**config.mk**
```make
export PLATFORM = sky130hd
export DESIGN_NAME = instr_fetch_queue
export DESIGN_NICKNAME = d
export VERILOG_FILES = /design/src/rtl/instr_fetch_queue.sv
export SDC_FILE = /design/constraint.sdc
export NUM_CORES = 1
export LEC_CHECK = 0
export ABC_AREA = 1
export BUFFER_PORTS_ARGS = -buffer_cell sky130_fd_sc_hd__buf_2
export CAP_MARGIN = 20
export CORE_MARGIN = 3
export CORE_UTILIZATION = 35
export DETAILED_ROUTE_END_ITERATION = 6
export MAX_ROUTING_LAYER = met4
export PLACE_DENSITY_LB_ADDON = 0.12
export SLEW_MARGIN = 5
export SYNTH_ARGS = -nofsm -noshare
export SYNTH_HDL_FRONTEND = slang
export SYNTH_SLANG_ARGS = --single-unit
export TNS_END_PERCENT = 5
```
**constraint.sdc**
```tcl
create_clock -name clk -period 4.45 [get_ports clk]
set_input_delay 0.6675 -clock clk [delete_from_list [all_inputs] [get_ports clk]]
set_output_delay 0.6675 -clock clk [all_outputs]
set_load 0.01 [all_outputs]
```
**src/rtl/instr_fetch_queue.sv**
```systemverilog
// Instruction fetch stage: owns the fetch PC, issues one word read at a time
// on the memory read port and buffers {pc, word} pairs in a small prefetch
// FIFO for the instruction handler. Branch redirects flush the FIFO and
// restart fetch at the target, discarding any read already in flight.
module instr_fetch_queue #(
    parameter logic [31:0] RESET_PC = 32'h0000_0000,
    parameter int          DEPTH    = 4
) (
    input  logic                     clk,
    input  logic                     reset,
    output logic [31:0]              mem_rd_addr,
    output logic                     mem_rd_addr_valid,
    input  logic [31:0]              mem_rd_data,
    input  logic                     mem_rd_ack,
    output logic [31:0]              instr,
    output logic [31:0]              instr_pc,
    output logic                     instr_valid,
    input  logic                     instr_ack,
    input  logic [31:0]              pc_branch_data,
    input  logic                     pc_branch_data_valid,
    output logic                     pc_branch_data_ack,
    output logic [$clog2(DEPTH):0]   queue_count
);

    localparam int           PW      = $clog2(DEPTH);
    localparam logic [PW:0]  DEPTH_C = (PW+1)'(DEPTH);

    typedef enum logic [1:0] {IDLE, REQ, DROP} state_t;

    typedef struct packed {
        logic [31:0] pc;
        logic [31:0] word;
    } entry_t;

    state_t        state;
    logic [31:0]   fetch_pc;
    entry_t        fifo_q [DEPTH];
    logic [PW-1:0] rd_ptr;
    logic [PW-1:0] wr_ptr;
    logic [PW:0]   count;

    logic          redir;
    logic          push;
    logic          pop;
    logic [PW:0]   count_next;
    logic          space;
    logic [31:0]   target;
    logic [31:0]   pc_inc;

    // A redirect is taken only when not already acknowledging the previous one.
    assign redir  = pc_branch_data_valid && !pc_branch_data_ack;
    // Data acked in REQ is kept unless a redirect lands in the same cycle.
    assign push   = (state == REQ) && mem_rd_ack && !redir;
    assign pop    = instr_valid && instr_ack && !redir;
    assign target = pc_branch_data & ~32'h0000_0003;
    assign pc_inc = fetch_pc + 32'd4;

    // Occupancy after this cycle's push/pop/flush; gates issuing the next read.
    always_comb begin
        count_next = count;
        if (redir)
            count_next = '0;
        else if (push && !pop)
            count_next = count + 1'b1;
        else if (pop && !push)
            count_next = count - 1'b1;
    end

    assign space = (count_next < DEPTH_C);

    assign instr       = fifo_q[rd_ptr].word;
    assign instr_pc    = fifo_q[rd_ptr].pc;
    assign instr_valid = (count != '0);
    assign queue_count = count;

    // Fetch FSM: the request address is only ever changed once the
    // outstanding read has been acked, so a redirect mid-read goes via DROP.
    always_ff @(posedge clk or negedge reset) begin
        if (!reset) begin
            state              <= IDLE;
            fetch_pc           <= RESET_PC;
            mem_rd_addr        <= RESET_PC;
            mem_rd_addr_valid  <= 1'b0;
            pc_branch_data_ack <= 1'b0;
        end else begin
            pc_branch_data_ack <= redir;
            case (state)
                IDLE: begin
                    if (redir) begin
                        fetch_pc          <= target;
                        mem_rd_addr       <= target;
                        mem_rd_addr_valid <= 1'b1;
                        state             <= REQ;
                    end else if (space) begin
                        mem_rd_addr       <= fetch_pc;
                        mem_rd_addr_valid <= 1'b1;
                        state             <= REQ;
                    end
                end
                REQ: begin
                    if (mem_rd_ack) begin
                        if (redir) begin
                            fetch_pc          <= target;
                            mem_rd_addr       <= target;
                            mem_rd_addr_valid <= 1'b1;
                        end else begin
                            fetch_pc <= pc_inc;
                            if (space) begin
                                mem_rd_addr       <= pc_inc;
                                mem_rd_addr_valid <= 1'b1;
                            end else begin
                                mem_rd_addr_valid <= 1'b0;
                                state             <= IDLE;
                            end
                        end
                    end else if (redir) begin
                        fetch_pc <= target;
                        state    <= DROP;
                    end
                end
                DROP: begin
                    if (redir)
                        fetch_pc <= target;
                    if (mem_rd_ack) begin
                        mem_rd_addr       <= redir ? target : fetch_pc;
                        mem_rd_addr_valid <= 1'b1;
                        state             <= REQ;
                    end
                end
                default: begin
                    mem_rd_addr_valid <= 1'b0;
                    state             <= IDLE;
                end
            endcase
        end
    end

    // Prefetch FIFO: a redirect flushes it and overrides any same-cycle pop.
    always_ff @(posedge clk or negedge reset) begin
        if (!reset) begin
            rd_ptr <= '0;
            wr_ptr <= '0;
            count  <= '0;
            for (int i = 0; i < DEPTH; i++)
                fifo_q[i] <= '0;
        end else begin
            count <= count_next;
            if (redir) begin
                rd_ptr <= '0;
                wr_ptr <= '0;
            end else begin
                if (push) begin
                    fifo_q[wr_ptr] <= {fetch_pc, mem_rd_data};
                    wr_ptr         <= wr_ptr + 1'b1;
                end
                if (pop)
                    rd_ptr <= rd_ptr + 1'b1;
            end
        end
    end

endmodule

```
After elaboration in Yosys (flattened, before gate mapping). Cells that the tools add are included.

Register bits: 331. Output and inout port bits: 102. Logic and storage cells: 99.

Add/sub/neg operators: 5. Order comparisons: 4. Equality and inequality tests: 9. Muxes and demuxes: 39. Bitwise operators: 3. Reductions and logical operators: 23.

Operators by type and width (count): $mux W32 (9); $bwmux W256 (1); $mux W64 (3); $bmux W64 S2 (1); $demux W64 S2 (1); $pmux W32 S3 (1); $pmux W32 S2 (1); $add A32 B3 Y32 const B (1); $mux W2 (11); $ne A3 B3 Y1 const B (5); $reduce_and A5 Y1 (2); $mux W3 (3); $logic_and A1 B1 Y1 (8); $ge A3 B3 Y1 const B (2); $mux W1 (6); $not A2 Y3 (2); $pmux W2 S3 (1); $reduce_bool A2 Y1 (3); $reduce_bool A3 Y1 (2); $add A2 B1 Y2 const B (2); $logic_not A1 Y1 (4); $ne A2 B2 Y1 const B (2); $add A3 B1 Y3 const B (1); $lt A3 B1 Y1 const B (1); other kinds (10) (10).

Depth between registers and ports, before layout. Gate-level depths: netlist of run 1.

Word-level depth: 14. Mapped depth: 15. Mapped depth without buffers: 14.

Least setup slack after synthesis of run 1. No wires, ideal clock.

Path kind: flip-flop to output port. From: register rd_ptr[0]. To: output instr[10]. Arrival: 1.504 ns. Setup slack: 2.278 ns. Cell stages (with the launch flop): 7. Path buffers: 3. Cell sequence: dfrtp_1 > clkbuf_1 > inv_1 > clkbuf_1 > buf_1 > nor2_1 > o22ai_1.

Cells in the longest elaborated chain, start to end: 4.

RTL lines: start, declared (line 38) `logic [PW-1:0] rd_ptr;`; start signal, assigned (line 157) `rd_ptr <= rd_ptr + 1'b1;`; $not A2 Y3 (not written as such) (line 71) `assign instr = fifo_q[rd_ptr].word;`; $bmux W64 S2 (line 71); $mux W64 (2 in series); end, declared (line 15) `output logic [31:0] instr,`.

No other way between the ends. The select of a mux whose other input is x is not followed.

Worst setup path after layout of run 1.
From: register rd_ptr[0]. To: output instr_pc[23].

Cells in the longest elaborated chain, start to end: 4.

RTL lines: $not A2 Y3 (not written as such) (line 72) `assign instr_pc = fifo_q[rd_ptr].pc;`; $bmux W64 S2 (line 72); $mux W64 (not written as such) (2 in series) (line 72); end, declared (line 16) `output logic [31:0] instr_pc,`.

No other way between the ends. The select of a mux whose other input is x is not followed.

==> impl_metrics.toml, run 1 <==
[final_layout]
drive_gt1_frac = 0.126
areaGrowthSynthToFinish_pct = 16.0
multiInputGateArea_um2 = 6590
stdcell_count = 2734
seqCellArea_um2 = 8290
nFillCells = 4580
insertedDiodeCount = 0
fin_nets = 2195

[timing]
relSlewSlack = 0.309
finClkSkew_ns = 0.0274
worst_pin_slew_ns = 1.04
setup_tns_ns = 0
setup_viol = 0
hold_viol = 0
slew_viol_final = 0
fmax_ghz = 0.317
post-route-period-util = 0.709
period_needed_ns = 3.15
whs_ns = 0.199
rsz0062_at_grt = "no"
final.setup.worst_slack_ns = 1.30

[clock_tree]
clock_sinks = 331
cts_tree = "built"
clock_path_buffers = 3
cts.clk_slew.worst_paths_ns = 0.06
cts-root-buf = "clkbuf_16"
clk-insertion-delay-late_ns = 0.56
postCtsSetupBuffers = 0
cts_resized = 0
holdBufCountCts = 0
cts_buffers = 39
htree_levels = 2

[pwr]
p_switching_mw = 5.85
worst_ir_drop_vdd_uv = 304
p_int_mw = 8.06
cellLeakagePower_nw = 8.99
p_per_area_nw_per_um2 = 759
combPwrFrac = 0.419
p_sw_frac = 0.421
p_clk_frac = 0.219
p_seq_frac = 0.361

[setup_path]
worstPathArrival_ns = 2.49
critPathMaxStageDelay_ns = 0.49
crit_required_ns = 3.78
crit_path_end_kind = "output pin"
setup.worst_path.class = "register to output pin"
rr_worst_depth = 13
crit_path_cell_trace = "inv_4 -> buf_4 -> o21ai_0 -> o22ai_1 -> buf_2"
crit_slowest_cell = "dfrtp_4"
path_max_fanout = 56
start_kind = "register"

[outcome]
outcome = "completed"

[logic_synthesis]
netlist-cell-type-count = 28
synth_largest_area_cell = "dfrtp_1"
netlist_area_um2 = 15800
syn_inst = 2024
yosysSeqAreaShare = 0.525
yosys_warnings = 0
synth_nets = 2101
yosys.area.top_type_share = 0.525
synth_area_leaders = "dfrtp_1 (52%), o21ai_0 (15%), nand2_1 (13%), nor2_1 (5.5%), o22ai_1 (3.6%)"
ys_ff_latch = 331
syn_area_per_cell_um2 = 7.80

[global_routing]
grt-busiest-layer = "met2"
met1_usage = 0.281
grt_pass1_wl_mm = 74.6
grt.overflow.total = 0
first_global_vias = 13500
antenna_found_initial = 0
use_met2 = 0.308
gr-usage-met3 = 0.0303
grt_start_max_net_pins = 112
grt_usage = 0.201

[place]
place.gp.congestion = 0.848
dp_hpwl_mm = 28.5
numPortBuffers = 168
placed_cells = 2668
place_ws_ns = 1.76

[detailed_routing]
drt_wl_total_mm = 46.6
first_pass_iters = 5
drc = 0
wl_per_cell_um = 17.0
ant_nets = 0
via_per_inst = 5.03
drtIter0Drc = 1057
via_count = 13800

[floorplanning]
std_cell_rows = 77
die-height_um = 218
ios = 171
die_w_um = 218
die-area_um2 = 47700
floorplan.initialDensity = 0.355
core_um2 = 44400

[min_path]
hp-class = "input port to async pin"

[run]
cap_violations = 0
cells by family after synthesis:
logic type               Yosys count  share of synthesized area
AND/OR/NAND/NOR                  879                      0.222
AO/OA/AOI/OAI                    563                      0.187
flip-flops                       331                      0.525
buffers and inverters            242                     0.0602
adder cells (fa/ha/maj)            8                    0.00634
XOR/XNOR                           1                   0.000555
flip-flops by register name (all words and copies together) (netlist names):
register	cells
wr_ptr	2
mem_rd_addr	32
fetch_pc	32
pc_branch_data_ack	1
rd_ptr	2
fifo_q	256
mem_rd_addr_valid	1
queue_count	3
state	2
critical path, delay by kind of cell, from the launching register on:
kind / cells / cell delay [ns]
AOI/OAI and AO/OA: 2 / 0.34
buffers and inverters: 3 / 1.07
DFF: 1 / 0.49
cells in the mapped netlist, drive strengths merged:
library cell,instances
a21oi,3
a22oi,1
and2,1
buf,26
clkbuf,112
clkinv,1
dfrtp,331
ha,8
inv,103
nand2,532
nand3,98
nand4,8
nor2,237
nor3,3
o211ai,5
o21ai,463
o22ai,91
xor2,1
routing by layer:
metal	vias to the layer above	wire [µm]
li1	6867	-
met5	-	0
met3	69	2020
met2	290	20900
met1	6531	22600
met4	0	1050
per-stage QoR:
stage / utilization / power [mW] / area (µm²)
5_1_grt: 0.412 / 15.1 / 18300
4_1_cts: 0.412 / 14.1 / 18300
3_5_place_dp: 0.385 / 11.0 / 17100
2_1_floorplan: - / 8.77 / 15800
3_3_place_gp: 0.385 / 10.9 / 17100
6_report: 0.412 / 13.9 / 18300
cells in the final DEF (no fill, tap or decap), drive strengths merged:
master	netlist	layout
inv	103	105
o21ai	463	463
ha	8	8
buf	26	191
o211ai	5	5
nand3	98	98
a22oi	1	1
nand2	532	532
xor2	1	1
a21oi	3	3
nor3	3	3
nor2	237	237
and2	1	1
o22ai	91	91
clkbuf	112	59
clkinv	1	4
dfrtp	331	331
nand4	8	8
bufinv	0	1
cell type report:
class,count,area share
sequential,331,0.453
multi-input combinational,1451,0.360
clock buffer,59,0.0612
timing repair buffer,191,0.0607
tap,592,0.0405
inverter,104,0.0215
clock inverter,6,0.00321
power by group through the flow:
stage | registers (mW) | clock network [mW] | logic, mW
3_5_place_dp | 5.06 | 0 | 5.92
4_1_cts | 5.02 | 3.16 | 5.94
3_3_place_gp | 5.04 | 0 | 5.84
5_1_grt | 5.20 | 3.27 | 6.67
6_report | 5.02 | 3.05 | 5.83
2_1_floorplan | 4.95 | 0 | 3.81
path summary, 6_finish.rpt:
path,startpoint,to,slack [ns]
setup reg to reg,queue_count[0],mem_rd_addr[30],2.12
max in group asynchronous,reset,fetch_pc[9],3.16
min in group clk,pc_branch_data_valid,pc_branch_data_ack,0.44
hold reg to reg,mem_rd_addr[25],mem_rd_addr[25],0.47
hold / removal,reset,fifo_q[201],0.20
setup / recovery,rd_ptr[0],instr_pc[23],1.30
Power figures use the tool's default switching activity.
==> run 2: changes to the inputs <==
clock period = 2.8 ns   (was 4.45 ns; I/O delays follow)
==> run 2 against run 1 <==
Against the previous run:
- hold slack got worse by 0.016 ns
- power is 62% higher
- sequential share of layout area shrank 0.80 points
- die area unchanged
- clock power up 66%
- final area grew 1.8%
- non-clock buffer count rose by 10
- first-iteration DRC count fell by 16%
- combinational power up 62%
- critical path depth decreased by 1
- via count increased by 1.3%
- routed wire length grew 0.86%
- largest cell class unchanged
==> impl_metrics.toml, run 2 (synthesis results as in run 1) <==
[setup_path]
path_max_fanout = 129
rrSetupSlack_ns = 0.46
crit_path_end_kind = "output pin"
crit_required_ns = 2.38
worstPathArrival_ns = 2.27
timing.rr.end = "mem_rd_addr[7]"
reg2reg_from = "queue_count[0]"
setup.worst_path.class = "register to output pin"
start_kind = "register"
rr_worst_depth = 13

[clock_tree]
cts.clk_slew.worst_paths_ns = 0.06
cts-root-buf = "clkbuf_16"
postCtsSetupBuffers = 0
htree_levels = 2
cts_buffers = 39
clock_sinks = 331
clock_path_buffers = 3
cts_tree = "built"
clk-insertion-delay-late_ns = 0.56

[timing]
post-route-period-util = 0.962
fmax_ghz = 0.371
period_needed_ns = 2.69
whs_ns = 0.183
rsz0062_at_grt = "no"
slew_viol_final = 0
worst_pin_slew_ns = 0.636
final.setup.worst_slack_ns = 0.106
hold_viol = 0
setup_tns_ns = 0
setup_viol = 0
finClkSkew_ns = 0.0252
relSlewSlack = 0.576

[final_layout]
multiInputGateArea_um2 = 6590
nFillCells = 4580
drive_gt1_frac = 0.133
final_common_cell = "nand2_1"
seqCellArea_um2 = 8290
areaGrowthSynthToFinish_pct = 18.0
most-common-layout-cells = "nand2_1 (523), o21ai_0 (462), dfrtp_1 (329), nor2_1 (232), buf_2 (167)"
largestRegisters = "fifo_q: 256 flops, fetch_pc: 32 flops, mem_rd_addr: 32 flops"
largest_register_ff_count = 256
fin_area_um2 = 18600
top_register = "fifo_q"
insertedDiodeCount = 0
fin_nets = 2205

[detailed_routing]
first_pass_iters = 5
via_per_inst = 5.07
via_count = 13900
ant_nets = 0
wl_per_cell_um = 17.1
drc = 0
drt_wl_total_mm = 47.0
drtIter0Drc = 888

[pwr]
cellLeakagePower_nw = 9.15
power.total_mw = 22.5
worst_ir_drop_vdd_uv = 562
p_per_area_nw_per_um2 = 1210

[place]
placed_area_um2 = 17300
numPortBuffers = 168
dp_hpwl_mm = 29.6
place.gp.congestion = 0.862
place_ws_ns = 0.398

[global_routing]
antenna_found_initial = 0
grt-busiest-layer = "met2"
grt.overflow.total = 0
use_met2 = 0.319
met1_usage = 0.278
grt_start_max_net_pins = 130
grt_pass1_wl_mm = 75.5
gr-usage-met3 = 0.0305
grt_usage = 0.204
first_global_vias = 13600

[outcome]
outcome = "completed"

[min_path]
hold_end = "fifo_q[11]"
hp-class = "input port to register"
worstHoldPathCells = 3
hp-start = "mem_rd_data[11]"

[floorplanning]
floorplan.initialDensity = 0.355
die-height_um = 218
core_um2 = 44400
die_w_um = 218
die-area_um2 = 47700
ios = 171
std_cell_rows = 77

[run]
cap_violations = 0
[run 2: cell count changes in the layout (fill, tap and decap cells not counted)]
cell,delta
clkinvlp_4,+1
clkinv_8,+1
buf_12,+12
clkbuf_16,+1
dlygate4sd3_1,+1
clkinv_2,+2
buf_4,-3
clkbuf_1,-3
clkbuf_8,+4
[run 2: worst max-delay path by stage]
| stage | startpoint | slack (ns) | endpoint |
|---|---|---|---|
| floorplan | rd_ptr[0] | 0.88 | instr[10] |
| global placement | pc_branch_data_valid | 0.43 | mem_rd_addr[5] |
| detailed placement | pc_branch_data_valid | 0.40 | mem_rd_addr[9] |
| CTS | rd_ptr[0] | 0.08 | instr_pc[17] |
| global route | rd_ptr[0] | 0.005 | instr_pc[19] |
| finish | rd_ptr[0] | 0.11 | instr_pc[19] |
[run 2: where the power goes]
| part | internal, mW | switching [mW] | total (mW) | leakage (nW) |
|---|---|---|---|---|
| clock | 3.02 | 2.06 | 5.07 | 0.633 |
| sequential | 6.84 | 1.16 | 7.99 | 4.23 |
| combinational | 3.28 | 6.18 | 9.47 | 4.28 |
[run 2: final cells by class]
type	instances	area share
Clock buffer	61	0.0638
Sequential cell	331	0.445
Tap cell	592	0.0397
Multi-Input combinational cell	1451	0.354
Inverter	104	0.0211
Timing Repair Buffer	201	0.0718
Clock inverter	10	0.00497
[run 2: through the flow]
stage | instances | utilization
after floorplan | 2024 | -
after global placement | 2677 | 0.390
after detailed placement | 2677 | 0.390
after CTS | 2749 | 0.419
after global routing | 2750 | 0.420
final | 2750 | 0.420
[run 2: per-layer routing]
metal,vias up,routed length (µm),share of wire
met5,-,0,0
met4,0,1070,0.023
met3,75,2030,0.043
met2,313,21600,0.46
met1,6645,22200,0.47
li1,6902,-,-
[run 2: timing repair]
item | CTS | global route
hold buffers | 1 | 0
resized for setup | 0 | 0
hold endpoints to repair | 55 | 0
[run 2: worst max-delay path, stage by stage (launching register included)]
cell	delay [ns]
dfrtp_4	0.44
buf_12	0.44
o21ai_0	0.18
o22ai_1	0.36
buf_2	0.22
==> run 3: changes to the inputs <==
CORE_UTILIZATION = 53   (was 35)
==> run 3 against run 2 <==
Against the previous run:
- fmax rose by 3.6%
- combinational power fell by 3.3%
- clock-buffer cell count fell by 3
- die area fell by 33%
- routed wire length fell by 12%
- sequential power rose by 0.5%
- sequential share of layout area rose by 1.0 points
- via count rose by 1.3%
- utilization rose by 21 points
- flip-flop and latch count did not move
- largest cell class unchanged
- hold slack improved by 0.031 ns
==> impl_metrics.toml, run 3 (synthesis results as in run 1) <==
[setup_path]
crit_path_end_kind = "output pin"
reg2reg_from = "queue_count[0]"
timing.rr.end = "mem_rd_addr[6]"
critPathLaunch = "rd_ptr[0]"
rrSetupSlack_ns = 0.60
crit_buf_inv = 2
crit_slowest_cell = "dfrtp_4"
cp.depth = 4
crit_path_cell_trace = "buf_4 -> o21ai_0 -> o22ai_1 -> buf_2"
setup.worst_path.class = "register to output pin"
path_max_fanout = 44
crit_required_ns = 2.38
cp_top_family = "buffers and inverters"
rr_worst_depth = 14
crit_end = "instr[13]"
worstPathArrival_ns = 2.18
critPathMaxStageDelay_ns = 0.55
start_kind = "register"

[run]
cap_violations = 0

[global_routing]
grt_usage = 0.268
grt_pass1_wl_mm = 67.6
grt_start_max_net_pins = 85
grt.overflow.total = 0
first_global_vias = 13200
antenna_found_initial = 0

[timing]
setup_tns_ns = 0
rsz0062_at_grt = "no"
fmax_ghz = 0.384
hold_viol = 0
slew_viol_final = 0
finClkSkew_ns = 0.0109
period_needed_ns = 2.60
worst_pin_slew_ns = 1.00
final.setup.worst_slack_ns = 0.199
post-route-period-util = 0.929
setup_viol = 0
relSlewSlack = 0.331

[floorplanning]
die_w_um = 179
ios = 171
die-area_um2 = 31900
core_um2 = 29000
floorplan.initialDensity = 0.544
die-height_um = 179
std_cell_rows = 62

[final_layout]
insertedDiodeCount = 0
final_common_cell = "nand2_1"
most-common-layout-cells = "nand2_1 (524), o21ai_0 (462), dfrtp_1 (329), nor2_1 (232), buf_2 (167)"
drive_gt1_frac = 0.130
nFillCells = 2582
areaGrowthSynthToFinish_pct = 15.5
largestRegisters = "fifo_q: 256 flops, fetch_pc: 32 flops, mem_rd_addr: 32 flops"
top_register = "fifo_q"
largest_register_ff_count = 256
fin_nets = 2201

[clock_tree]
cts_buffers = 37
cts.clk_slew.worst_paths_ns = 0.06
clock_path_buffers = 3
cts-root-buf = "clkbuf_16"
cts_tree = "built"
clock_sinks = 331
htree_levels = 2
clk-insertion-delay-late_ns = 0.51

[detailed_routing]
ant_nets = 0
first_pass_iters = 6
drc = 0
drt_wl_total_mm = 41.5
drtIter0Drc = 1145
via_count = 14100
via_per_inst = 5.57
wl_per_cell_um = 16.4

[place]
numPortBuffers = 168
dp_hpwl_mm = 25.9
place_ws_ns = 0.543
place.gp.congestion = 0.889

[pwr]
power.total_mw = 21.9
p_per_area_nw_per_um2 = 1200
worst_ir_drop_vdd_uv = 963
cellLeakagePower_nw = 9.08

[outcome]
outcome = "completed"

[min_path]
hp-class = "input port to register"
-- run 3: stage by stage --
step / instances / hold WS (ns) / utilization / cell area (µm²)
floorplan: 2024 / 0.124 / - / 15800
global placement: 2468 / 0.390 / 0.586 / 17000
detailed placement: 2468 / 0.385 / 0.586 / 17000
global route: 2535 / 0.215 / 0.628 / 18200
CTS: 2535 / 0.194 / 0.628 / 18200
finish: 2535 / 0.214 / 0.628 / 18200
-- run 3: layout make-up --
class	count	area, µm²	share of cell area
Clock buffer	58	1150	0.0629
Clock inverter	8	50.0	0.00275
Inverter	104	393	0.0216
Multi-Input combinational cell	1451	6590	0.362
Sequential cell	331	8290	0.455
Tap cell	384	480	0.0264
Timing Repair Buffer	199	1280	0.0701
-- run 3: layer usage --
metal | GRT usage | up-vias | part of all wire
met1 | 0.366 | 6703 | 0.46
met3 | 0.0304 | 57 | 0.054
li1 | - | 6902 | -
met4 | 0.0649 | 0 | 0.019
met5 | - | - | 0
met2 | 0.434 | 451 | 0.47
-- run 3: worst min path at each step --
stage                     cells past startpoint             from     endpoint  slack, ns
final                                         3   mem_rd_data[1]   fifo_q[65]       0.21
after global routing                          3  mem_rd_data[26]  fifo_q[154]       0.21
after CTS                                     3   mem_rd_data[1]   fifo_q[65]       0.19
after detailed placement                      1            reset    fifo_q[8]       0.38
after global placement                        1            reset    fifo_q[8]       0.39
after floorplan                               0            reset  fetch_pc[0]       0.12
-- run 3: worst min-delay path, delay by kind of cell --
kind | cells | cell delay [ns]
compound gates | 1 | 0.14
buf+inv | 2 | 0.13
-- run 3: timing repair --
item	4_1_cts	5_1_grt
gates resized for setup	1	1
endpoints found under the hold margin	52	0
cloned	0	0
hold buffers	1	0
endpoints found under the setup margin	7	1
buffers inserted	0	0
-- run 3: power breakdown --
part | switching [mW] | internal [mW]
sequential | 1.20 | 6.84
clock | 1.88 | 2.82
combinational | 5.94 | 3.23
total | 9.01 | 12.9
